--- src/rtl/matrix_scan_driver.sv ---
// Time-multiplexes a 128-bit bicolour 8x8 frame onto row/column LED matrix pins.
// A shadow copy of the frame is taken once per scan, and each row starts with a blanking interval.
module matrix_scan_driver #(
    parameter int SCAN_DIV = 5000,
    parameter int BLANK    = 200
) (
    input  logic         clk,
    input  logic         rst_n,
    input  logic         en,
    input  logic [127:0] matrix_data,
    output logic [7:0]   row_sel,
    output logic [7:0]   col_r,
    output logic [7:0]   col_g,
    output logic         frame_start
);

    localparam int              CNT_W   = $clog2(SCAN_DIV);
    localparam logic [CNT_W-1:0] CNT_MAX = CNT_W'(SCAN_DIV - 1);

    logic [CNT_W-1:0] cnt_q, cnt_d;
    logic [2:0]       row_q, row_d;
    logic [127:0]     shadow_q, shadow_d;
    logic             en_q, en_d;
    logic             frame_start_q, frame_start_d;

    logic             tick;
    logic             blank;
    logic [15:0]      row_bits;

    assign tick = (cnt_q == CNT_MAX);

    always_comb begin
        cnt_d         = cnt_q + 1'b1;
        row_d         = row_q;
        shadow_d      = shadow_q;
        frame_start_d = 1'b0;
        en_d          = en;
        if (tick) begin
            cnt_d = '0;
            row_d = row_q + 3'd1;
            // The frame is captured only as the scan wraps to row 0, so the display never tears.
            if (row_q == 3'd7) begin
                shadow_d      = matrix_data;
                frame_start_d = 1'b1;
            end
        end
    end

    // NOTE: every flop uses non-blocking assignment so all state updates from the same pre-edge values.
    // NOTE: the 128-bit shadow is deliberately reset so the first frame after reset displays blank.
    always_ff @(posedge clk or negedge rst_n) begin
        if (!rst_n) begin
            cnt_q         <= '0;
            row_q         <= '0;
            shadow_q      <= '0;
            en_q          <= 1'b0;
            frame_start_q <= 1'b0;
        end else begin
            cnt_q         <= cnt_d;
            row_q         <= row_d;
            shadow_q      <= shadow_d;
            en_q          <= en_d;
            frame_start_q <= frame_start_d;
        end
    end

    // Signed compare keeps BLANK == 0 meaning "never blank" without a constant-false unsigned test.
    assign blank    = !en_q || (int'(cnt_q) < BLANK);
    assign row_bits = shadow_q[{row_q, 4'b0000} +: 16];

    // NOTE: outputs take their off-state defaults first so no path can infer a latch.
    always_comb begin
        row_sel = 8'hFF;
        col_r   = 8'h00;
        col_g   = 8'h00;
        if (!blank) begin
            row_sel = ~(8'b1 << row_q);
            for (int c = 0; c < 8; c++) begin
                col_r[c] = row_bits[2*c];
                col_g[c] = row_bits[2*c+1];
            end
        end
    end

    assign frame_start = frame_start_q;

endmodule

--- config.mk ---
export PLATFORM = sky130hd
export DESIGN_NAME = matrix_scan_driver
export DESIGN_NICKNAME = d
export VERILOG_FILES = /design/src/rtl/matrix_scan_driver.sv
export SDC_FILE = /design/constraint.sdc
export NUM_CORES = 1
export LEC_CHECK = 0
export BUFFER_PORTS_ARGS = -buffer_cell sky130_fd_sc_hd__buf_4
export CAP_MARGIN = 20
export CORE_MARGIN = 5
export CORE_UTILIZATION = 50
export CTS_BUF_LIST = sky130_fd_sc_hd__clkbuf_8 sky130_fd_sc_hd__clkbuf_16
export DETAILED_ROUTE_END_ITERATION = 7
export PLACE_DENSITY = 0.74
export SLEW_MARGIN = 10
export SYNTH_ARGS = -nofsm -noshare
export SYNTH_HDL_FRONTEND = slang
export SYNTH_SLANG_ARGS = --single-unit
--- constraint.sdc ---
create_clock -name clk -period 5.7 [get_ports clk]
set_input_delay 0.57 -clock clk [delete_from_list [all_inputs] [get_ports clk]]
set_output_delay 0.57 -clock clk [all_outputs]
set_load 0.005 [all_outputs]
Word-level counts from Yosys, hierarchy flattened
Cells that the tools add are included.
Widths: inputs -> output; s select.
{"block": "classes", "addsub": 2, "order_cmp": 1, "n_eq_ne": 2, "shifts": 2, "muxes": 6, "bitwise": 1, "reduce_logical": 3}
{"operator": "$shiftx 128x8->16", "count": 1}
{"operator": "$mux 8", "count": 3}
{"operator": "$add 13x1->13 const B", "count": 1}
{"operator": "$eq 13x13->1 const B", "count": 1}
{"operator": "$lt 13x8->1 const B", "count": 1}
{"operator": "$mux 13", "count": 1}
{"operator": "$not 8->8", "count": 1}
{"operator": "$shl 1x3->8 const A", "count": 1}
{"operator": "$add 3x1->3 const B", "count": 1}
{"operator": "$eq 3x3->1 const B", "count": 1}
{"operator": "$mux 1", "count": 2}
{"operator": "$reduce_and 2->1", "count": 1}
{"operator": "$logic_not 1->1", "count": 1}
{"operator": "$logic_or 1x1->1", "count": 1}
{"block": "word_totals", "register_bits": 146, "inputBits": 131, "out_inout_bits": 25}

Longest topological paths before layout
{"block": "logic_depth", "ltp_word": 3, "mapped_depth": 7, "mapped_depth_nobuf": 5}

Worst setup path after synthesis
Ideal clock, no wire load.
{"block": "synth_timing", "path_type": "register to output", "start": "register cnt_q[11]", "end": "output col_g[4]", "arrival_time_ns": 1.732, "t_required_ns": 5.130, "setup_slack_ns": 3.398, "path_stages_with_launch": 6, "path_buffers": 1, "path_cell_list": "dfrtp_1 or2_2 or4_1 o21ai_1 buf_2 a21oi_1"}
{"block": "synth_between", "elab_chain_cells": 3}
{"item": "start, declared", "line": "20", "source": "logic [CNT_W-1:0] cnt_q, cnt_d;"}
{"item": "start signal, assigned", "line": "59", "source": "cnt_q <= cnt_d;"}
{"item": "$lt 13x8->1", "line": "68", "source": "assign blank = !en_q || (int'(cnt_q) < BLANK);"}
{"item": "$logic_or 1x1->1", "line": "68"}
{"item": "$mux 8", "line": "76", "source": "if (!blank) begin"}
{"item": "end, declared", "line": "13", "source": "output logic [7:0] col_g,"}
Every way passes these cells.

Worst setup path after layout
{"block": "layout_timing", "start": "register cnt_q[11]", "end": "output col_r[5]"}
{"block": "layout_between", "elab_chain_cells": 3}
{"item": "$lt 13x8->1", "line": "68"}
{"item": "$logic_or 1x1->1", "line": "68"}
{"item": "$mux 8", "line": "76"}
{"item": "end, declared", "line": "12", "source": "output logic [7:0] col_r,"}
Every way passes these cells.

==> summary.md <==
| Metric | Value |
|---|---|
| Std cell rows | `43` |
| Crit-path max FO | `16` |
| CTS clk-pin slew, worst paths | `roughly 60 ps` |
| Crit path largest cell delay | `between 600 and 700 ps` |
| CTS tree | `done` |
| Port Buf Inserts | `about 160` |
| Area of the mapped netlist | `roughly 0.0072 mm^2` |
| Core footprint | `0.0140 mm^2` |
| Fin Setup TNS | `0 ps` |
| Status | `finished clean` |
| Buffer depth of the longest clock path | `2` |
| HPWL after detailed placement | `11.2 mm` |
| Cells after Synth | `454` |
| Required @ worst endpoint | `5130 ps` |
| Worst VDD drop | `0.000172 V` |
| Nature of the critical path endpoint | `primary output` |
| Unrepaired setup endpoints after global routing | `no` |
| Initial antenna violation count | `0` |
| Synth-to-layout area growth | `26.3%` |
| Slowest cell on crit path | `o21ai_2` |
| DRT Pass-1 Iters | `4` |
| Initial core utilization | `between 50 and 60%` |
| Startpoint Class | `register` |
| Synthesis Warnings | `0` |
| DRC viols | `0` |
| P_sw | `500 uW` |
| Most common cell after layout, fill and taps aside | `buf_4` |
| Register area share after synthesis | `51.0%` |
| Worst-skew pair later-pin latency | `420 ps` |
| WL/cell | `20.2 um` |
| DRT iter0 DRCs | `223` |
| Fmax | `about 320 MHz` |
| Via count | `4268` |
| CP Data Arrival Time | `2540 ps` |
| Die ar. | `0.0168 mm^2` |
| FFs w/ async S/R, synth | `100%` |
| Most frequent cells in the layout | `buf_4, dfrtp_1, mux2_4, nand2_1, mux4_2` |
| Pin count of the biggest net entering global routing | `79` |
| Post-DRT Antenna Nets | `0` |
| Pins Over Slew Limit | `0` |
| Post-CTS sizing | `0` |
| Gpl congestion | `approximately 0.86` |
| Root Buffer | `clkbuf_16` |
| EDFF count, synth | `0` |
| Hold_buf cts | `0` |
| #FFs+latches synth | `146` |
| I/O Pins | `156` |
| Kind of critical path | `reg2out` |
| Fraction of layout cells with a size suffix above 1 | `around three fifths` |
| Pint | `between 1500 and 2000 uW` |
| Gr ovfl total | `0` |
| Netlist cell types | `33` |
| Switching fraction of total power | `between 20% and 30%` |
| Top_reg_cell synth | `dfrtp_1` |
| Total of max-cap violations | `0` |
| CTS sink cnt | `146` |
| Clk pwr share | `a little under half` |
| Avg Cell Area, Syn | `15.8 um^2` |
| Lkg Pwr | `about 0.0045 uW` |
| First-pass GRT wire length | `25.2 mm` |
| Slew margin rel. | `24.7%` |
| Combinational share of power | `between 7 and 8%` |
| Min cycle time layout | `just over 3000 ps` |
| Power Density | `approximately 270 mW/mm^2` |
| DP Worst Slack | `2700 ps` |
| Final Hold Vio Count | `0` |
| Fin Hold WS | `151 ps` |
| Critical path's top delay family | `simple AND/OR/NAND/NOR gates` |
| Syn Nets | `592` |
| Slew @ Worst Pin | `1130 ps` |
| DRT Wirelength | `16.1 mm` |
| Via density | `about 5.4` |
| Final #Nets | `740` |
| CTS HTree Levels | `4` |
| Worst path cell trace | `or2_2 > or4_1 > o21ai_2 > a21oi_1 > buf_4` |
| CTS buffer count | `17` |
| Clock Skews | `roughly 6.3 ps` |
| Vias in the first global route | `between 4000 and 5000` |
| Die height | `130 um` |
| Final Setup Violations | `0` |
| Setup ws final | `2590 ps` |
| Final Cycle Share | `54.5%` |
| GRT Util Overall | `19.8%` |
| Bufs and invs on worst path | `1` |
| Flop pwr share | `between 40% and 50%` |
| Hold Path Class | `in2async` |
| Antenna cells | `0` |
| Post-CTS setup buffers | `0` |
| Die Wd | `130 um` |
==> cells by family after synthesis <==
family / Yosys count / synth area share (%)
mux: 161 / 36.6
fa+ha+maj: 7 / 1.22
flops: 146 / 51.0
buf+inv: 34 / 3.20
xor+xnor: 10 / 1.22
simple gates: 75 / 5.24
compound gates: 21 / 1.50
==> Yosys cell counts, types with 4 or more instances <==
| cell type | number | share of area (%) |
|---|---|---|
| xnor2_1 | 6 | 0.73 |
| ha_1 | 7 | 1.2 |
| and3_1 | 5 | 0.44 |
| nand2_1 | 38 | 2.0 |
| nand3_1 | 12 | 0.84 |
| clkbuf_1 | 12 | 0.63 |
| nor2_1 | 5 | 0.26 |
| mux4_2 | 32 | 10 |
| buf_6 | 12 | 1.9 |
| dfrtp_1 | 146 | 51 |
| xor2_1 | 4 | 0.49 |
| a21oi_1 | 16 | 1.1 |
| mux2_4 | 120 | 25 |
| mux2_2 | 8 | 1.3 |
| buf_2 | 6 | 0.42 |
==> flip-flops by register name (all words and copies together), names as in the netlist <==
name and cells:
cnt_q 13, en_q 1, frame_start 1, row_q 3
shadow_q 128
==> through the flow <==
stage / power [uW] / instances / utilization [%] / instance area [um^2]
floorplan: 1200 / 454 / - / 7160
global placement: 1310 / 762 / 59.9 / 8380
detailed placement: 1320 / 762 / 59.9 / 8380
CTS: 2490 / 794 / 64.4 / 9010
global route: 2560 / 795 / 64.7 / 9040
finish: 2470 / 795 / 64.7 / 9040
==> power groups by stage <==
stage | clock network, uW | registers, uW | logic (uW)
final | 1170 | 1110 | 188
after global routing | 1240 | 1120 | 204
after CTS | 1190 | 1110 | 192
after detailed placement | 0 | 1130 | 191
after global placement | 0 | 1120 | 188
after floorplan | 0 | 1120 | 84.3
==> cell type report <==
cell class / instances / area (um^2)
tap: 180 / 225
fill: 1000 / 4940
clock buffer: 23 / 508
sequential: 146 / 3660
inverter: 3 / 11.3
multi-input combinational: 274 / 3290
clock inverter: 9 / 126
timing repair buffer: 160 / 1220
==> final timing paths <==
check                           from            end  slack, ps  depth (start not counted)
setup / recovery           cnt_q[11]       col_r[5]       2590                          5
hold / removal                 rst_n       row_q[0]        150                          1
setup reg to reg            row_q[1]  shadow_q[106]       2820                          5
hold reg to reg             cnt_q[0]       cnt_q[0]        470                          1
max in group asynchronous      rst_n       row_q[1]       4190                          2
min in group clk                  en           en_q        270                          1
==> per-layer routing <==
layer	global-route usage, %	up-vias	routed length [um]
met5	0	-	0
met4	7.09	0	259
met3	3.48	19	830
met2	32.5	130	8230
met1	26.9	2186	6740
li1	-	1933	-
(Power assumes the default switching activity.)
